File: config.mk
export PLATFORM = sky130hd
export DESIGN_NAME = cpu_program_loader
export DESIGN_NICKNAME = d
export VERILOG_FILES = /design/src/rtl/loader_pkg.sv /design/src/rtl/loader_cnt.sv /design/src/rtl/cpu_program_loader.sv
export SDC_FILE = /design/constraint.sdc
export NUM_CORES = 1
export LEC_CHECK = 0
export ABC_AREA = 1
export CORE_ASPECT_RATIO = 0.5
export CORE_MARGIN = 2
export CORE_UTILIZATION = 42
export DETAILED_ROUTE_END_ITERATION = 10
export GPL_TIMING_DRIVEN = 0
export PLACE_DENSITY = 0.91
export SYNTH_ARGS = -nofsm -noshare
export SYNTH_HDL_FRONTEND = slang
export SYNTH_HIERARCHICAL = 1
export SYNTH_SLANG_ARGS = --single-unit
File: constraint.sdc
create_clock -name clk -period 1.9 [get_ports clk]
set_clock_uncertainty 0.2 [all_clocks]
set_input_delay 0.19 -clock clk [delete_from_list [all_inputs] [get_ports clk]]
set_output_delay 0.19 -clock clk [all_outputs]
set_load 0.02 [all_outputs]
File: src/rtl/loader_pkg.sv
// Shared types for the CPU program loader: sequencer states and the default pad word.
package loader_pkg;

    typedef enum logic [2:0] {
        IDLE,
        CLR_RF,
        CLR_DM,
        LOAD,
        FILL,
        RUN,
        DONE
    } state_t;

    localparam logic [17:0] NOP_WORD = 18'h00000;

endpackage

File: src/rtl/loader_cnt.sv
// Up-counter with synchronous clear and enable; tc flags the terminal value.
module loader_cnt #(
    parameter int W      = 4,
    parameter int TC_VAL = 15
) (
    input  logic         clk,
    input  logic         reset,
    input  logic         clr,
    input  logic         en,
    output logic [W-1:0] cnt,
    output logic         tc
);

    always_ff @(posedge clk) begin
        if (reset || clr)
            cnt <= '0;
        else if (en)
            cnt <= cnt + 1'b1;
    end

    assign tc = (cnt == W'(TC_VAL));

endmodule

File: src/rtl/cpu_program_loader.sv
// Boot/run controller: clears RF and a DMEM window, streams a program into IMEM, pads it, runs the CPU.
// Optional LOADER_CHECKSUM_EN adds load_sum, a running sum of accepted program words.
module cpu_program_loader
    import loader_pkg::*;
#(
    parameter int                 INSTR_W    = 18,
    parameter int                 IMEM_DEPTH = 256,
    parameter int                 NUM_REGS   = 8,
    parameter int                 DATA_W     = 18,
    parameter int                 DMEM_CLEAR = 16,
    parameter logic [INSTR_W-1:0] FILL_WORD  = NOP_WORD,
    parameter int                 MAX_CYCLES = 1024,
    parameter int                 IA_W       = $clog2(IMEM_DEPTH),
    parameter int                 RA_W       = $clog2(NUM_REGS),
    parameter int                 DA_W       = $clog2(DMEM_CLEAR),
    parameter int                 CYC_W      = $clog2(MAX_CYCLES + 1)
) (
    input  logic               clk,
    input  logic               reset,
    input  logic               start,
    input  logic               src_valid,
    output logic               src_ready,
    input  logic [INSTR_W-1:0] src_data,
    input  logic               src_last,
    output logic               imem_we,
    output logic [IA_W-1:0]    imem_addr,
    output logic [INSTR_W-1:0] imem_wdata,
    output logic               dmem_we,
    output logic [DA_W-1:0]    dmem_addr,
    output logic [DATA_W-1:0]  dmem_wdata,
    output logic               rf_we,
    output logic [RA_W-1:0]    rf_addr,
    output logic [DATA_W-1:0]  rf_wdata,
    output logic               cpu_reset,
    output logic               cpu_en,
    input  logic               cpu_halt,
    output logic               busy,
    output logic               done,
    output logic               timeout,
    output logic               load_ovf,
    output logic [IA_W:0]      words_loaded,
`ifdef LOADER_CHECKSUM_EN
    output logic [INSTR_W-1:0] load_sum,
`endif
    output logic [CYC_W-1:0]   cycle_count
);

    state_t state, next;
    logic   start_go, hs;
    logic   rf_tc, dm_tc, ia_tc, cyc_tc;

    assign start_go = start && (state == IDLE || state == DONE);
    assign hs       = (state == LOAD) && src_valid;

    // Clear counters also self-clear at terminal count so non-power-of-2 sizes restart at 0.
    loader_cnt #(.W(RA_W), .TC_VAL(NUM_REGS - 1)) u_rf_cnt (
        .clk(clk), .reset(reset), .clr(start_go || (state == CLR_RF && rf_tc)),
        .en(state == CLR_RF), .cnt(rf_addr), .tc(rf_tc)
    );

    loader_cnt #(.W(DA_W), .TC_VAL(DMEM_CLEAR - 1)) u_dm_cnt (
        .clk(clk), .reset(reset), .clr(start_go || (state == CLR_DM && dm_tc)),
        .en(state == CLR_DM), .cnt(dmem_addr), .tc(dm_tc)
    );

    // One IMEM address counter walks both the load and the fill phases.
    loader_cnt #(.W(IA_W), .TC_VAL(IMEM_DEPTH - 1)) u_ia_cnt (
        .clk(clk), .reset(reset), .clr(start_go),
        .en(hs || state == FILL), .cnt(imem_addr), .tc(ia_tc)
    );

    loader_cnt #(.W(CYC_W), .TC_VAL(MAX_CYCLES - 1)) u_cyc_cnt (
        .clk(clk), .reset(reset), .clr(start_go),
        .en(state == RUN), .cnt(cycle_count), .tc(cyc_tc)
    );

    always_comb begin
        next = state;
        case (state)
            IDLE:    if (start) next = CLR_RF;
            CLR_RF:  if (rf_tc) next = CLR_DM;
            CLR_DM:  if (dm_tc) next = LOAD;
            LOAD: begin
                if (hs) begin
                    if (src_last)   next = ia_tc ? RUN : FILL;
                    else if (ia_tc) next = DONE;
                end
            end
            FILL:    if (ia_tc) next = RUN;
            RUN:     if (cpu_halt || cyc_tc) next = DONE;
            DONE:    if (start) next = CLR_RF;
            default: next = IDLE;
        endcase
    end

    assign src_ready  = (state == LOAD);
    assign rf_we      = (state == CLR_RF);
    assign dmem_we    = (state == CLR_DM);
    assign imem_we    = hs || (state == FILL);
    assign imem_wdata = (state == FILL) ? FILL_WORD : src_data;
    assign rf_wdata   = '0;
    assign dmem_wdata = '0;

    // Status is registered from next so it lines up with the state it describes.
    always_ff @(posedge clk) begin
        if (reset) begin
            state        <= IDLE;
            cpu_reset    <= 1'b1;
            cpu_en       <= 1'b0;
            busy         <= 1'b0;
            done         <= 1'b0;
            timeout      <= 1'b0;
            load_ovf     <= 1'b0;
            words_loaded <= '0;
`ifdef LOADER_CHECKSUM_EN
            load_sum     <= '0;
`endif
        end else begin
            state     <= next;
            cpu_reset <= next inside {IDLE, CLR_RF, CLR_DM, LOAD, FILL};
            cpu_en    <= (next == RUN);
            busy      <= !(next inside {IDLE, DONE});
            done      <= (next == DONE);
            if (start_go) begin
                timeout      <= 1'b0;
                load_ovf     <= 1'b0;
                words_loaded <= '0;
`ifdef LOADER_CHECKSUM_EN
                load_sum     <= '0;
`endif
            end else begin
                if (hs) begin
                    words_loaded <= words_loaded + 1'b1;
`ifdef LOADER_CHECKSUM_EN
                    load_sum     <= load_sum + src_data;
`endif
                end
                if (hs && !src_last && ia_tc)
                    load_ovf <= 1'b1;
                // Halt takes priority over budget expiry.
                if (state == RUN && !cpu_halt && cyc_tc)
                    timeout <= 1'b1;
            end
        end
    end

endmodule

==> impl_metrics.json, run 1 <==
{
  "outcome": "complete, no violations",
  "reg2regPathDepth": 10,
  "track_usage_pct": 19.7,
  "fp.dieH_um": 60.9,
  "route.met2.wl_um": 3950,
  "n_antenna_cell": 0,
  "first_global_vias": 2546,
  "dp_hpwl_um": 5300,
  "rr_endpoint": "u_cyc_cnt/cnt[8]",
  "antenna_found_initial": 0,
  "first_pass_iters": 4,
  "worstHoldEndpoint": "u_ia_cnt/cnt[0]",
  "area_delta_synth_final_pct": 51.0,
  "syn_area_per_cell_um2": 6.88,
  "hp-class": "reg -> reg",
  "wl_met1_um": 3040,
  "r2r_start": "state[0]",
  "fin_crit_sh_pct": 99.0,
  "fp.dieW_um": 118,
  "top_layer": "met4",
  "core_um2": 6160,
  "start_util_pct": 44.2,
  "fill_cells": 486,
  "yosysWarnings": 6,
  "leakagePower_nw": 1.90,
  "grt_max_degree": 14,
  "cp-end-kind": "register",
  "synthTopCellsByArea": "dfxtp_1 32%, buf_4 10%, nor2_1 9.5%",
  "cts_tree": "yes",
  "ioPinCount": 123,
  "yosysSeqAreaShare_pct": 32.4,
  "drt_wl_total_um": 7690,
  "port_buffers": 86,
  "max_slew.worst_pin.slew_ps": 512,
  "reg2reg_slack_ps": 20,
  "htree_levels": 2,
  "via_count": 2892,
  "slew_viol_final": 0,
  "clockBufferDepth": 2,
  "powerDensity_nw_per_um2": 534,
  "hold_viol_final": 0,
  "cp-startpoint": "state[0]",
  "route.met3.wl_um": 551,
  "maxSlewHeadroom_pct": 65.7,
  "grt_pass1_wl_um": 11500,
  "root_buffer": "clkbuf_16",
  "drt-initial-drc-count": 176,
  "power_w": 0.00219,
  "yosysTopAreaCell": "dfxtp_1",
  "routedWlPerCell_um": 12.3,
  "cts.sinks": 44,
  "grt_overflow": 0,
  "path_class": "reg -> reg",
  "syn_area_um2": 2720,
  "route.detailed.drc": 0,
  "required_ps": 1910,
  "crit_arrival_ps": 1890,
  "period_minus_slack_ps": 1880,
  "cts_hold_buf": 0,
  "cts_made_buffers": 5,
  "yosysTopAreaCellShare_pct": 32.4,
  "worstHoldPathCells": 1,
  "dieArea_um2": 7170,
  "yosysUniqueCellTypes": 35,
  "gp_congestion": 0.856,
  "synthCells": 395,
  "hold_start": "u_ia_cnt/cnt[0]",
  "fmax_mhz": 531,
  "start_kind": "register",
  "viasPerCell": 4.64,
  "rows": 20,
  "ys_ff_latch": 44,
  "worstPathMaxFanout": 9,
  "max-vdd-ir-drop_mv": 0.328,
  "clk_latency_ps": 280,
  "hold-worst-slack_ps": 269,
  "drive_above_1_share_pct": 27.3,
  "setup_violations": 0,
  "ant_nets": 0,
  "rsz0062_at_grt": "true",
  "nNetsFinal": 564,
  "clkSlewWorstSetupHoldPaths_ps": 60,
  "cap_violations": 0
}
[worst max path at each step]
| stage | endpoint | slack [ps] | cells after the start |
|---|---|---|---|
| after floorplan | busy | 6 | 10 |
| after global placement | imem_we | -480 | 6 |
| after detailed placement | imem_we | -530 | 6 |
| after CTS | imem_we | -100 | 7 |
| after global routing | busy | -70 | 10 |
| final | u_cyc_cnt/cnt[8] | 20 | 10 |
[sequential cells by signal (all words and copies together) (netlist names)]
name / cells
words_loaded: 9
done: 1
u_rf_cnt/cnt: 3
load_ovf: 1
u_cyc_cnt/cnt: 11
cpu_reset: 1
u_ia_cnt/cnt: 8
state: 3
timeout: 1
cpu_en: 1
u_dm_cnt/cnt: 4
busy: 1
[kinds of logic (layout without fill, tap and decap cells)]
kind of cell    Yosys count  count (layout)  share of synthesized area [%]
fa+ha+maj                 6               6                           2.76
xor+xnor                  2               2                          0.644
flops                    44              44                           32.4
compound gates           42              42                           8.42
other cells               1              36                          0.138
buf+inv                 102             207                           20.0
simple gates            198             198                           35.7
[cell usage after synthesis, drive strengths merged]
master  number
nor2        81
nand2       76
inv         61
dfxtp       44
buf         40
a21oi       22
nand3       20
o21ai       18
nor3        13
ha           6
nand4        3
and3         2
nand3b       2
a211oi       1
a31oi        1
clkinv       1
conb         1
nor4         1
xnor2        1
xor2         1
[per-stage QoR]
stage,TNS (ps),utilization [%],std cells,cell area (um^2),setup WS (ps)
floorplan,0,-,430,2850,6.03
global placement,-5450,62.1,604,3820,-483
detailed placement,-6230,62.1,604,3820,-525
CTS,-503,65.4,617,4020,-105
global route,-213,66.7,623,4110,-67.4
finish,0,66.7,623,4110,18.3
[critical path: stages, from the launching register on]
cell	delay, ps
dfxtp_4	380
buf_6	120
buf_4	180
nand3_2	130
inv_1	190
nand2_1	80
inv_1	140
nand2_4	90
o21ai_2	110
nand2_1	60
nor2_1	130
[final cells by class]
cell class,instances,area (um^2),area share (%)
multi-input cells,284,1520,37.1
flip-flops and latches,44,900,21.9
repair buffers,97,865,21.1
plain buffers,40,315,7.68
inverters,62,243,5.91
clock buffers,6,139,3.38
well taps,88,110,2.68
clock inverters,2,10.0,0.244
[per-layer routing]
| metal | up-vias | global-route usage (%) |
|---|---|---|
| met5 | - | 0 |
| met4 | 0 | 6.37 |
| met3 | 18 | 4.70 |
| met2 | 119 | 39.5 |
| met1 | 1316 | 21.5 |
| li1 | 1439 | - |
[cell usage in the layout, fill, tap and decap left out, types with 6 or more instances in the layout]
cell and instances:
clkbuf_2 6, a21oi_1 21, buf_2 9, buf_4 48, nor2_2 8, nand3_1 15, nor3_1 7, nand2_1 63
inv_1 54, clkdlybuf4s50_1 64, nor2_4 11, dfxtp_1 33, nand2_2 8, conb_1 36, nor2_1 61, o21ai_0 11
dfxtp_2 9
[power breakdown]
| part | total, W | internal, W | leakage, nW | switching, W |
|---|---|---|---|---|
| Clock | 0.000859 | 0.000518 | 0.0766 | 0.000341 |
| Combinational | 0.000398 | 0.000170 | 1.46 | 0.000228 |
| Sequential | 0.000937 | 0.000929 | 0.361 | 0.00000799 |
[repair_timing]
| item | 4_1_cts | 5_1_grt |
|---|---|---|
| setup buffers | 5 | 5 |
| gates resized for setup | 73 | 46 |
| pin swaps | 1 | 9 |
| endpoints found under the setup margin | 30 | 33 |
| gates cloned | 0 | 1 |
(Power assumes the default switching activity.)
==> run 2, diff against run 1 <==
Settings changed: CTS_CLUSTER_DIAMETER set to 80.
==> results of run 2 <==
Final layout, timing and power as in run 1 (identical DEF).
==> run 3, diff against run 2 <==
Settings changed: CORE_UTILIZATION 42 to 45, PLACE_DENSITY 0.91 to 0.95.
Clock period 1.9 ns to 2.32 ns, I/O delays scaled along.
==> run 3 against run 2 <==
Net effect:
- cell count is 4.2% lower
- sequential power is 18% lower
- via count is 5.2% lower
- sequential share of layout area is 0.29 points higher
- die area is 6.3% lower
- clock power is 8.6% lower
- global-route usage is 0.27 points lower
- critical path depth is 5 lower
- total power is 15% lower
- largest cell class unchanged
==> impl_metrics.json, run 3 (synthesis results as in run 1) <==
{
  "outcome": "complete, no violations",
  "first_global_vias": 2470,
  "mostFrequentLayoutCells": "67 x nand2_1, 67 x nor2_1, 66 x clkdlybuf4s50_1",
  "top_regs": "u_cyc_cnt/cnt x11, words_loaded x9, u_ia_cnt/cnt x8",
  "clockBufferDepth": 2,
  "route.detailed.drc": 0,
  "cts.sinks": 44,
  "grt_pass1_wl_um": 10500,
  "leakagePower_nw": 1.90,
  "fp.dieH_um": 59.0,
  "path_class": "reg -> out",
  "grt_max_degree": 14,
  "viasPerCell": 4.59,
  "worstPathMaxFanout": 8,
  "clkSlewWorstSetupHoldPaths_ps": 60,
  "start_util_pct": 48.1,
  "max-vdd-ir-drop_mv": 0.401,
  "fmax_mhz": 444,
  "slowest_stage": "clkdlybuf4s50_1",
  "hold_viol_final": 0,
  "cp_cell_sequence": "buf_6 > clkinv_4 > nand2_2 > nor2_2 > clkdlybuf4s50_1",
  "powerDensity_nw_per_um2": 469,
  "core_um2": 5660,
  "cp-end-kind": "output pin",
  "dp_hpwl_um": 5120,
  "largest-register": "u_cyc_cnt/cnt",
  "cp.buffers_inverters": 3,
  "ant_nets": 0,
  "seq_area_um2": 881,
  "drt_wl_total_um": 6770,
  "clk_latency_ps": 280,
  "setup_slack_ps": 69.2,
  "rows": 19,
  "required_ps": 1890,
  "cts_tree": "yes",
  "hp-class": "reg -> reg",
  "cp_top_family": "buffers and inverters",
  "port_buffers": 86,
  "multi_input_area_um2": 1430,
  "track_usage_pct": 19.5,
  "slew_viol_final": 0,
  "routedWlPerCell_um": 11.3,
  "cts_made_buffers": 5,
  "drt-initial-drc-count": 106,
  "crit_arrival_ps": 1820,
  "via_count": 2743,
  "largest_reg_flops": 11,
  "nNetsFinal": 553,
  "place_ws_ps": -149,
  "fill_cells": 424,
  "antenna_found_initial": 0,
  "start_kind": "register",
  "ioPinCount": 123,
  "fp.dieW_um": 114,
  "dieArea_um2": 6720,
  "period_minus_slack_ps": 2250,
  "fin_crit_sh_pct": 97.0,
  "first_pass_iters": 4,
  "max_slew.worst_pin.slew_ps": 615,
  "gp_congestion": 0.839,
  "maxSlewHeadroom_pct": 58.8,
  "final_util_pct": 70.1,
  "cts_post_setup_buffers_inserted": 0,
  "cap_violations": 0,
  "area_delta_synth_final_pct": 45.9,
  "grt_overflow": 0,
  "root_buffer": "clkbuf_16",
  "setup_violations": 0,
  "cp_slowest_stage_delay_ps": 680,
  "rsz0062_at_grt": "true",
  "drive_above_1_share_pct": 17.4,
  "htree_levels": 2,
  "n_antenna_cell": 0
}
[run 3: stage by stage]
| step | area, um^2 | hold slack, ps | instances | power, W | setup TNS [ps] |
|---|---|---|---|---|---|
| finish | 3970 | 297 | 597 | 0.00186 | 0 |
| global route | 3970 | 330 | 597 | 0.00193 | -5.72 |
| CTS | 3960 | 293 | 597 | 0.00187 | 0 |
| detailed placement | 3800 | 277 | 589 | 0.00110 | -149 |
| global placement | 3800 | 251 | 589 | 0.00109 | -144 |
| floorplan | 2850 | 101 | 430 | 0.000990 | 0 |
[run 3: worst register-to-register path, delay by kind of cell (launching register included)]
kind                     cells  cell delay [ps]
AO/OA/AOI/OAI                1              190
adder cells (fa/ha/maj)      1              220
buffers and inverters        1               30
flip-flops                   1              400
AND/OR/NAND/NOR              7             1020
[run 3: final timing paths]
path	startpoint	end	slack [ps]	cells past startpoint
worst max-delay path	state[2]	dmem_we	70	5
worst min-delay path	words_loaded[7]	words_loaded[7]	300	2
worst max register to register	u_ia_cnt/cnt[0]	busy	160	10
worst min register to register	words_loaded[7]	words_loaded[7]	300	2
[run 3: timing repair]
item,in CTS,in global routing
setup endpoints to repair,14,12
cloned,0,0
gates resized for setup,15,13
hold buffers,0,0
[run 3: where the power goes]
group	switching, W	leakage [nW]	total [W]	internal (W)
Combinational	0.000172	1.46	0.000307	0.000134
Clock	0.000279	0.0808	0.000785	0.000506
Sequential	0.00000585	0.355	0.000768	0.000762
[run 3: routing by layer]
metal	up-vias	part of all wire, %	GRT usage, %	wire length (um)
li1	1415	-	-	-
met1	1213	42	20.9	2830
met2	99	50	38.2	3410
met3	16	5.9	3.50	397
met4	0	2.1	8.71	142
met5	-	0	0	0
[run 3: layout make-up]
| type | instances | area share, % |
|---|---|---|
| clock inverters | 2 | 0.883 |
| well taps | 73 | 2.30 |
| repair buffers | 86 | 21.6 |
| flip-flops and latches | 44 | 22.2 |
| multi-input cells | 284 | 36.1 |
| clock buffers | 6 | 3.25 |
| plain buffers | 40 | 7.69 |
| inverters | 62 | 5.99 |
